File: src/rtl/fetch_wait_stage_if.sv
// Bundles the fetch-side entry, memory return, decode handshake and flush signals of the fetch wait stage.
// Pure wiring: no latency of its own.
// Backpressure is carried by ready_o (towards fetch) and ready_i (from decode).
interface fetch_wait_stage_if;
    logic        valid_i;
    logic [31:0] pc_i;
    logic        cancelled_i;
    logic        exc_i;
    logic        exc_miss_i;
    logic [4:0]  exccode_i;
    logic        ready_o;
    logic        inst_data_ok;
    logic [31:0] inst_rdata;
    logic        ready_i;
    logic        valid_o;
    logic [31:0] pc_o;
    logic [31:0] inst_o;
    logic        exc_o;
    logic        exc_miss_o;
    logic [4:0]  exccode_o;
    logic        commit_i;
    logic [31:0] perfcnt_fetch_waitdata;

    modport slave (
        input  valid_i, pc_i, cancelled_i, exc_i, exc_miss_i, exccode_i,
        input  inst_data_ok, inst_rdata, ready_i, commit_i,
        output ready_o, valid_o, pc_o, inst_o, exc_o, exc_miss_o, exccode_o,
        output perfcnt_fetch_waitdata
    );

    modport master (
        output valid_i, pc_i, cancelled_i, exc_i, exc_miss_i, exccode_i,
        output inst_data_ok, inst_rdata, ready_i, commit_i,
        input  ready_o, valid_o, pc_o, inst_o, exc_o, exc_miss_o, exccode_o,
        input  perfcnt_fetch_waitdata
    );
endinterface

File: src/rtl/fetch_wait_stage.sv
// Holds one fetch entry while its instruction word returns from memory, then hands it to decode.
// Latency: returned word is bypassed to the output in the same cycle; exception entries appear one cycle after accept.
// Backpressure: ready_o only when the slot will be free this cycle; a stalled word is parked in HOLD.
module fetch_wait_stage (
    input  logic              clk,
    input  logic              reset,
    fetch_wait_stage_if.slave io
);

    typedef enum logic [1:0] {
        ST_EMPTY   = 2'd0,
        ST_WAIT    = 2'd1,
        ST_HOLD    = 2'd2,
        ST_DISCARD = 2'd3
    } state_e;

    typedef struct packed {
        logic [31:0] pc;
        logic        exc;
        logic        exc_miss;
        logic [4:0]  exccode;
        logic [31:0] inst;
    } entry_t;

    state_e      state_q, state_d;
    entry_t      entry_q, entry_d;
    logic [31:0] perf_q,  perf_d;
    logic        rdy;
    logic        vld;
    logic [31:0] inst_out;
    logic        accept;

    always_comb begin
        state_d  = state_q;
        entry_d  = entry_q;
        perf_d   = perf_q;
        rdy      = 1'b0;
        vld      = 1'b0;
        inst_out = entry_q.inst;
        accept   = 1'b0;

        case (state_q)
            ST_EMPTY: begin
                rdy = 1'b1;
            end
            ST_WAIT: begin
                rdy = io.inst_data_ok && io.ready_i;
                if (io.inst_data_ok) begin
                    vld      = !io.commit_i;
                    inst_out = io.inst_rdata;
                    if (io.commit_i || io.ready_i) begin
                        state_d = ST_EMPTY;
                    end else begin
                        state_d      = ST_HOLD;
                        entry_d.inst = io.inst_rdata;
                    end
                end else begin
                    perf_d = perf_q + 32'd1;
                    // A flush while the request is in flight leaves a response that must be swallowed.
                    if (io.commit_i) begin
                        state_d = ST_DISCARD;
                    end
                end
            end
            ST_HOLD: begin
                rdy = io.ready_i;
                vld = !io.commit_i;
                if (io.commit_i || io.ready_i) begin
                    state_d = ST_EMPTY;
                end
            end
            ST_DISCARD: begin
                rdy = io.inst_data_ok;
                if (io.inst_data_ok) begin
                    state_d = ST_EMPTY;
                end
            end
        endcase

        accept = io.valid_i && rdy;
        if (accept) begin
            entry_d.pc       = io.pc_i;
            entry_d.exc      = io.exc_i;
            entry_d.exc_miss = io.exc_miss_i;
            entry_d.exccode  = io.exccode_i;
            entry_d.inst     = 32'd0;
            // Flushed entries are dropped; only a real request leaves a response to discard.
            if (io.commit_i || io.cancelled_i) begin
                state_d = io.exc_i ? ST_EMPTY : ST_DISCARD;
            end else begin
                state_d = io.exc_i ? ST_HOLD : ST_WAIT;
            end
        end
    end

    always_ff @(posedge clk) begin
        if (reset) begin
            state_q <= ST_EMPTY;
            entry_q <= '0;
            perf_q  <= '0;
        end else begin
            state_q <= state_d;
            entry_q <= entry_d;
            perf_q  <= perf_d;
        end
    end

    assign io.ready_o                = rdy;
    assign io.valid_o                = vld;
    assign io.inst_o                 = inst_out;
    assign io.pc_o                   = entry_q.pc;
    assign io.exc_o                  = entry_q.exc;
    assign io.exc_miss_o             = entry_q.exc_miss;
    assign io.exccode_o              = entry_q.exccode;
    assign io.perfcnt_fetch_waitdata = perf_q;

endmodule
File: src/flat_wrapper.sv
// flat-port wrapper written by rule: the top's interface ports become plain ports
module fetch_wait_stage_flat 
  (clk, reset, io_valid_i, io_pc_i, io_cancelled_i, io_exc_i, io_exc_miss_i, io_exccode_i, io_inst_data_ok, io_inst_rdata, io_ready_i, io_commit_i, io_ready_o, io_valid_o, io_pc_o, io_inst_o, io_exc_o, io_exc_miss_o, io_exccode_o, io_perfcnt_fetch_waitdata);
  fetch_wait_stage_if io_i ();
  input  logic clk;
  input  logic reset;
  input wire logic [$bits(io_i.valid_i)-1:0] io_valid_i;
  input wire logic [$bits(io_i.pc_i)-1:0] io_pc_i;
  input wire logic [$bits(io_i.cancelled_i)-1:0] io_cancelled_i;
  input wire logic [$bits(io_i.exc_i)-1:0] io_exc_i;
  input wire logic [$bits(io_i.exc_miss_i)-1:0] io_exc_miss_i;
  input wire logic [$bits(io_i.exccode_i)-1:0] io_exccode_i;
  input wire logic [$bits(io_i.inst_data_ok)-1:0] io_inst_data_ok;
  input wire logic [$bits(io_i.inst_rdata)-1:0] io_inst_rdata;
  input wire logic [$bits(io_i.ready_i)-1:0] io_ready_i;
  input wire logic [$bits(io_i.commit_i)-1:0] io_commit_i;
  output wire logic [$bits(io_i.ready_o)-1:0] io_ready_o;
  output wire logic [$bits(io_i.valid_o)-1:0] io_valid_o;
  output wire logic [$bits(io_i.pc_o)-1:0] io_pc_o;
  output wire logic [$bits(io_i.inst_o)-1:0] io_inst_o;
  output wire logic [$bits(io_i.exc_o)-1:0] io_exc_o;
  output wire logic [$bits(io_i.exc_miss_o)-1:0] io_exc_miss_o;
  output wire logic [$bits(io_i.exccode_o)-1:0] io_exccode_o;
  output wire logic [$bits(io_i.perfcnt_fetch_waitdata)-1:0] io_perfcnt_fetch_waitdata;
  assign io_i.valid_i = io_valid_i;
  assign io_i.pc_i = io_pc_i;
  assign io_i.cancelled_i = io_cancelled_i;
  assign io_i.exc_i = io_exc_i;
  assign io_i.exc_miss_i = io_exc_miss_i;
  assign io_i.exccode_i = io_exccode_i;
  assign io_i.inst_data_ok = io_inst_data_ok;
  assign io_i.inst_rdata = io_inst_rdata;
  assign io_i.ready_i = io_ready_i;
  assign io_i.commit_i = io_commit_i;
  assign io_ready_o = io_i.ready_o;
  assign io_valid_o = io_i.valid_o;
  assign io_pc_o = io_i.pc_o;
  assign io_inst_o = io_i.inst_o;
  assign io_exc_o = io_i.exc_o;
  assign io_exc_miss_o = io_i.exc_miss_o;
  assign io_exccode_o = io_i.exccode_o;
  assign io_perfcnt_fetch_waitdata = io_i.perfcnt_fetch_waitdata;
  fetch_wait_stage u_core (.clk(clk), .reset(reset), .io(io_i));
endmodule
File: config.mk
export PLATFORM = sky130hd
export DESIGN_NAME = fetch_wait_stage_flat
export DESIGN_NICKNAME = d
export VERILOG_FILES = /design/src/rtl/fetch_wait_stage_if.sv /design/src/rtl/fetch_wait_stage.sv /design/src/flat_wrapper.sv
export SDC_FILE = /design/constraint.sdc
export NUM_CORES = 1
export LEC_CHECK = 0
export ABC_AREA = 1
export CORE_AREA = 2 2 128 130
export CTS_BUF_LIST = sky130_fd_sc_hd__clkbuf_4 sky130_fd_sc_hd__clkbuf_8 sky130_fd_sc_hd__clkbuf_16
export DETAILED_ROUTE_END_ITERATION = 10
export DIE_AREA = 0 0 130 132
export HOLD_SLACK_MARGIN = 0.12
export PLACE_DENSITY = 0.66
export SYNTH_ARGS = -nofsm -noshare
export SYNTH_HDL_FRONTEND = slang
export SYNTH_SLANG_ARGS = --single-unit
File: constraint.sdc
create_clock -name clk -period 4.1 [get_ports clk]
set_input_delay 0.82 -clock clk [delete_from_list [all_inputs] [get_ports clk]]
set_output_delay 0.82 -clock clk [all_outputs]
set_load 0.01 [all_outputs]
Word level (Yosys, flattened, before mapping)
Index checks and enable logic that the tools add are counted.
{"block": "totals", "regBits": 105, "inputBits": 78, "word_cells": 42}
{"block": "classes", "n_addsub": 1, "eq_ne": 6, "mux": 15, "bitwise_logic": 2, "n_reduce_logical": 11}
{"operator": "two-way mux 32 bit", "n": 2}
{"operator": "adder 32 x 1 -> 32 bit, second input constant", "n": 1}
{"operator": "two-way mux 2 bit", "n": 9}
{"operator": "case mux 2 bit (3 select lines)", "n": 1}
{"operator": "== test 2 bit, second input constant", "n": 2}
{"operator": "!= test 4 x 3 -> 1 bit, second input constant", "n": 1}
{"operator": "case mux 1 bit (4 select lines)", "n": 1}
{"operator": "AND reduction 4 bit", "n": 1}
{"operator": "nonzero test 4 bit", "n": 1}
{"operator": "!= test 3 x 1 -> 1 bit, second input constant", "n": 1}
{"operator": "!= test 3 x 2 -> 1 bit, second input constant", "n": 1}
{"operator": "AND reduction 3 bit", "n": 1}
{"operator": "== test 2 x 1 -> 1 bit, second input constant", "n": 1}
{"operator": "logical AND 1 bit", "n": 2}
{"operator": "logical NOT 2 bit", "n": 1}
{"operator": "logical OR 1 bit", "n": 2}
{"operator": "NOT 1 bit", "n": 2}
{"operator": "case mux 1 bit (2 select lines)", "n": 1}
{"operator": "AND reduction 2 bit", "n": 1}
{"operator": "OR reduction 2 bit", "n": 1}
{"operator": "logical NOT 1 bit", "n": 1}
{"operator": "two-way mux 1 bit", "n": 1}

Depth between registers and ports, before layout
Gate-level depths: netlist of run 1.
{"block": "depth", "ltp_word": 5, "mapped_depth": 12, "ltp_nobuf": 11}

Least setup slack after synthesis of run 1
No wires, ideal clock.
{"block": "synth_timing", "path_type": "input -> output", "from": "input port io_inst_data_ok", "to": "output port io_inst_o[10]", "arrival_ps": 1507, "required_time_ps": 3280, "slack_ps": 1773, "path_stages": 5, "n_path_buf": 2, "cell_sequence": "nand2_2 -> inv_2 -> buf_2 -> clkbuf_1 -> o21ai_0"}
{"block": "synth_between", "elab_chain_cells": 2}
{"item": "start, declared", "line": "flat_wrapper.sv:13", "source": "input wire logic [$bits(io_i.inst_data_ok)-1:0] io_inst_data_ok;"}
{"item": "two-way mux 32 bit", "line": "fetch_wait_stage.sv:48", "source": "if (io.inst_data_ok) begin"}
{"item": "two-way mux 32 bit", "line": "fetch_wait_stage.sv:42", "source": "case (state_q)"}
{"item": "end, declared", "line": "flat_wrapper.sv:20", "source": "output wire logic [$bits(io_i.inst_o)-1:0] io_inst_o;"}
Every way passes these cells.

Final worst setup path of run 1
{"block": "layout_timing", "from": "input port io_inst_data_ok", "to": "output port io_inst_o[29]"}
Same word-level chain as after synthesis.

==> impl_metrics.json, run 1 <==
{
  "holdBufCountCts": 0,
  "internal-power_mw": 2.18,
  "rsz0062_at_grt": "no",
  "gr-total-overflow": 0,
  "instances_no_fill": 1105,
  "hold_depth": 2,
  "ir_worst_vdd_mv": 0.211,
  "synth_nets": 837,
  "swShare_pct": 33.6,
  "core_area_sq_mm": 0.0157,
  "status": "finished clean",
  "drtAntennaViolNets": 0,
  "yosysSeqAreaShare_pct": 39.0,
  "busiest_layer": "met2",
  "totalWireLength_um": 13500,
  "synth_top_area_share_pct": 39.0,
  "met3_usage_pct": 4.14,
  "die_w_um": 130,
  "final.min_clock_period_ns": 3.65,
  "cp_max_fo": 31,
  "synth_most_common_cell": "nor2_1",
  "fin_tns_setup_ns": 0,
  "grtUsageMet1_pct": 19.0,
  "cts_max_level": 3,
  "place.gp.congestion": 0.816,
  "grt_pass1_wl_um": 21500,
  "synth-edff-count": 0,
  "die-area_sq_mm": 0.0172,
  "dp_hpwl_um": 9830,
  "io_pins": 183,
  "yosysWarnings": 0,
  "grt_util_all_layers_pct": 15.6,
  "power.share.clock_pct": 27.6,
  "hold_end": "u_core.entry_q[7]",
  "r2r-end": "u_core.entry_q[4]",
  "area_growth_syn_to_layout_pct": 36.7,
  "power_frac_seq_pct": 37.3,
  "tightest_slew_ns": 0.722,
  "portBuffers": 182,
  "endpoint_kind": "primary output",
  "arrival_ns": 2.83,
  "drv_slew": 0,
  "yosys.area.top_type": "dfxtp_1",
  "finalHoldViolations": 0,
  "synth_common_cells": "nor2_1 (174), nand2_1 (122), dfxtp_1 (105)",
  "synth_cell_types": 30,
  "grt_start_max_net_pins": 63,
  "detail_route.wl_per_cell_um": 12.2,
  "num_vias": 4875,
  "vias_per_cell": 4.41,
  "drc": 0,
  "fmax_mhz": 274,
  "worstRegToRegCells": 7,
  "fin_util_pct": 46.9,
  "antenna_found_initial": 0,
  "drtIter0Drc": 179,
  "start_kind": "input pin",
  "skew_ns": 0.00584,
  "die_h_um": 132,
  "critPathKind": "input pin to primary output",
  "syn_inst": 754,
  "drv_cap": 0,
  "whs_ns": 0.461,
  "switchingPower_mw": 1.10,
  "cts-root-buf": "clkbuf_16",
  "diodes": 0,
  "synth-async-reset-ratio_pct": 0,
  "min_period_over_period_pct": 88.9,
  "layout-drive-gt1-share_pct": 8.32,
  "leakagePower_nw": 2.67,
  "clock_sinks": 105,
  "post_cts_buffers": 0,
  "clockBufferDepth": 2,
  "r2r_slack_ns": 1.54,
  "setup_viol": 0,
  "slew_headroom_pct": 51.8,
  "synth-seq-cells": 105,
  "row_count": 46,
  "r2r_start": "u_core.state_q[0]",
  "p_comb_share_pct": 35.0,
  "cp.required_ns": 3.28,
  "cts-resized-gates": 0,
  "cts_tree": "done",
  "place_inst": 1089,
  "insertion_delay_ns": 0.35,
  "min-delay-start": "u_core.entry_q[7]",
  "ys.flop_type": "dfxtp_1",
  "nets": 967,
  "syn_area_sq_mm": 0.00539,
  "path_clk_slew_ns": 0.07,
  "cts_buffers": 9,
  "grt_pass1_vias": 4421,
  "power_density_mw_per_mm2": 445,
  "firstDrtPassIters": 4,
  "hold_class": "flip-flop to flip-flop",
  "start_util_pct": 34.3,
  "synthTopCellsByArea": "dfxtp_1 (39%), nor2_1 (12%), nand2_1 (8.5%)",
  "syn_avg_cell_area_sq_um": 7.15,
  "grt.met2_usage_pct": 26.6
}
metal layers:
metal | up-vias | part of all wire [%]
met3 | 11 | 6.0
met4 | 0 | 1.1
met5 | - | 0
met1 | 2131 | 46
li1 | 2616 | -
met2 | 117 | 47
stage by stage:
| stage | total power [mW] | instance area (sq um) | worst slack [ns] |
|---|---|---|---|
| 3_5_place_dp | 2.41 | 7060 | 0.457 |
| 2_1_floorplan | 2.06 | 5390 | 1.77 |
| 3_3_place_gp | 2.40 | 7060 | 0.515 |
| 4_1_cts | 3.33 | 7370 | 0.459 |
| 6_report | 3.28 | 7370 | 0.453 |
| 5_1_grt | 3.50 | 7370 | 0.309 |
cell families after synthesis:
family / after synthesis / synth area share (%)
and+or+nand+nor: 349 / 27.0
xor gates and xnor gates: 6 / 0.975
DFF: 105 / 39.0
adders and majority gates: 5 / 1.16
AOI/OAI and AO/OA: 137 / 17.1
buffers and inverters: 152 / 14.7
worst max-delay path by stage:
stage,startpoint,endpoint,cells after the start
global placement,io_inst_data_ok,io_inst_o[14],7
finish,io_inst_data_ok,io_inst_o[29],7
CTS,io_inst_data_ok,io_inst_o[29],7
global route,io_inst_data_ok,io_inst_o[11],7
detailed placement,io_inst_data_ok,io_inst_o[29],7
floorplan,io_inst_data_ok,io_inst_o[10],5
power groups by stage:
| stage | clock [mW] | combinational (mW) | sequential [mW] |
|---|---|---|---|
| after detailed placement | 0 | 1.16 | 1.25 |
| after global routing | 0.975 | 1.28 | 1.24 |
| after global placement | 0 | 1.16 | 1.24 |
| after CTS | 0.941 | 1.16 | 1.23 |
| after floorplan | 0 | 0.820 | 1.24 |
| final | 0.906 | 1.15 | 1.22 |
flip-flops by register name, indices dropped and copies added, names as in the netlist:
name                              cells
u_core.io.pc_o                       32
u_core.io.exc_o                       1
u_core.io.exc_miss_o                  1
u_core.io.exccode_o                   5
u_core.state_q                        2
u_core.io.perfcnt_fetch_waitdata     32
u_core.entry_q                       32
placed cells by master, fill, tap and decap left out, types with 4 or more instances in the layout:
cell / count
a211oi_2: 30
a21oi_1: 17
buf_4: 5
clkbuf_16: 9
clkdlybuf4s50_1: 182
dfxtp_1: 105
ha_1: 5
inv_1: 79
nand2_1: 122
nand2_2: 5
nand3_1: 20
nand4_1: 13
nor2_1: 174
nor2_2: 4
nor2_4: 5
o21ai_0: 86
xor2_1: 5
critical path: stages:
cell and delay, ns:
clkdlybuf4s50_1 0.58, nand2_2 0.09, inv_2 0.35, buf_4 0.28, nand2_1 0.07, o21ai_0 0.08
clkdlybuf4s50_1 0.56
cell type report:
cell class	instances	area [sq um]
fill	1566	8340
multi-input combinational	497	2490
sequential	105	2100
timing repair buffer	188	1880
inverter	83	314
tap	216	270
clock buffer	9	225
clock inverter	7	83.8
Power figures use the tool's default switching activity.
==> run 2: changes to the inputs <==
CTS_BUF_LIST = not set   (was sky130_fd_sc_hd__clkbuf_4 sky130_fd_sc_hd__clkbuf_8 sky130_fd_sc_hd__clkbuf_16)
==> results of run 2 <==
Same layout as run 1: the final DEF is identical, and so are final timing and power.
==> run 3: changes to the inputs <==
==> constraint.sdc (replaced) <==
create_clock -name clk -period 4.1 [get_ports clk]
set_input_delay 0.615 -clock clk [delete_from_list [all_inputs] [get_ports clk]]
set_output_delay 0.615 -clock clk [all_outputs]
set_load 0.01 [all_outputs]
==> run 3 against run 2 <==
Clock power shrank 8.5%. Sequential cell count is the same. Global-route usage is essentially flat. Non-clock buffer count is the same. Power shrank 2.0%. Sequential share of layout area grew 0.11 points. Wire length grew 0.90%. Final cell count is the same. Die area is the same. Largest cell class unchanged.
==> impl_metrics.json, run 3 (synthesized netlist as in run 1, its figures left out) <==
{
  "status": "finished clean",
  "clock_sinks": 105,
  "clockBufferDepth": 2,
  "dpl-instance-area_sq_mm": 0.00706,
  "grt_pass1_wl_um": 21700,
  "firstDrtPassIters": 4,
  "cp.required_ns": 3.48,
  "power_frac_seq_pct": 38.1,
  "tightest_slew_ns": 0.746,
  "final_common_cell": "clkdlybuf4s50_1",
  "vias_per_cell": 4.44,
  "antenna_found_initial": 0,
  "rsz0062_at_grt": "no",
  "internal-power_mw": 2.13,
  "area_growth_syn_to_layout_pct": 36.2,
  "skew_ns": 0.00483,
  "die_w_um": 130,
  "drc": 0,
  "grt_start_max_net_pins": 66,
  "start_util_pct": 34.3,
  "dp_hpwl_um": 9900,
  "cts_tree": "done",
  "diodes": 0,
  "totalWireLength_um": 13700,
  "drv_cap": 0,
  "nFillCells": 1599,
  "whs_ns": 0.467,
  "instances_no_fill": 1105,
  "layout-drive-gt1-share_pct": 8.21,
  "holdBufCountCts": 0,
  "arrival_ns": 2.34,
  "grt_util_all_layers_pct": 15.6,
  "nets": 967,
  "core_area_sq_mm": 0.0157,
  "final_cell_mix": "clkdlybuf4s50_1 (182), nor2_1 (174), nand2_1 (122), dfxtp_1 (105), o21ai_0 (86)",
  "hold_class": "flip-flop to flip-flop",
  "die-area_sq_mm": 0.0172,
  "power.share.clock_pct": 25.8,
  "insertion_delay_ns": 0.35,
  "cts_buffers": 9,
  "critPathKind": "input pin to primary output",
  "ir_worst_vdd_mv": 0.236,
  "fin_area_sq_mm": 0.00734,
  "gr-total-overflow": 0,
  "drtAntennaViolNets": 0,
  "post_cts_buffers": 0,
  "start_kind": "input pin",
  "die_h_um": 132,
  "leakagePower_nw": 2.63,
  "setup_viol": 0,
  "io_pins": 183,
  "detail_route.wl_per_cell_um": 12.4,
  "drv_slew": 0,
  "finalHoldViolations": 0,
  "slew_headroom_pct": 50.3,
  "fin_tns_setup_ns": 0,
  "portBuffers": 182,
  "path_clk_slew_ns": 0.07,
  "grt_pass1_vias": 4424,
  "cts-resized-gates": 0,
  "cts-root-buf": "clkbuf_16",
  "r2r_slack_ns": 1.79,
  "switchingPower_mw": 1.08,
  "num_vias": 4906,
  "swShare_pct": 33.8,
  "min_period_over_period_pct": 72.0,
  "final.min_clock_period_ns": 2.95,
  "row_count": 46,
  "place.gp.congestion": 0.805,
  "cp_max_fo": 65,
  "p_comb_share_pct": 36.1,
  "endpoint_kind": "primary output",
  "power_density_mw_per_mm2": 438,
  "dp_slack_ns": 1.16,
  "setup_ws_ns": 1.15,
  "place_inst": 1089,
  "fmax_mhz": 339,
  "cts_max_level": 3,
  "drtIter0Drc": 185
}
[run 3: stage by stage]
stage                     utilization, %  power (mW)
final                               46.7        3.21
after floorplan                        -        2.06
after global placement              44.9        2.41
after global routing                46.7        3.43
after CTS                           46.7        3.27
after detailed placement            44.9        2.43
[run 3: critical path, stage by stage]
cell	delay, ns
clkdlybuf4s50_1	0.58
nand2_2	0.09
inv_2	0.07
buf_12	0.22
nand2_1	0.07
o21ai_0	0.10
clkdlybuf4s50_1	0.57
[run 3: final cells by class]
cell class	instances	area, sq um	share of cell area (%)
Clock buffer	11	243	3.31
Clock inverter	5	38.8	0.528
Inverter	83	314	4.28
Multi-Input combinational cell	497	2490	34.0
Sequential cell	105	2100	28.6
Tap cell	216	270	3.68
Timing Repair Buffer	188	1880	25.6
[run 3: power groups by stage]
| stage | combinational (mW) | sequential, mW | clock (mW) |
|---|---|---|---|
| after floorplan | 0.820 | 1.24 | 0 |
| final | 1.16 | 1.23 | 0.829 |
| after global routing | 1.29 | 1.24 | 0.895 |
| after CTS | 1.18 | 1.23 | 0.861 |
| after detailed placement | 1.18 | 1.25 | 0 |
| after global placement | 1.17 | 1.24 | 0 |
[run 3: worst paths after layout]
check | end | from | depth (start not counted)
worst max-delay path | io_inst_o[13] | io_inst_data_ok | 7
worst min-delay path | u_core.entry_q[19] | u_core.entry_q[19] | 2
worst max register to register | u_core.entry_q[6] | u_core.state_q[1] | 10
worst min register to register | u_core.entry_q[19] | u_core.entry_q[19] | 2
[run 3: metal layers]
metal | track usage (%) | vias to the layer above | part of all wire (%)
met5 | 0 | - | 0
met3 | 3.41 | 12 | 5.3
met2 | 27.3 | 122 | 49
met1 | 19.1 | 2164 | 44
met4 | 4.48 | 0 | 1.2
li1 | - | 2608 | -
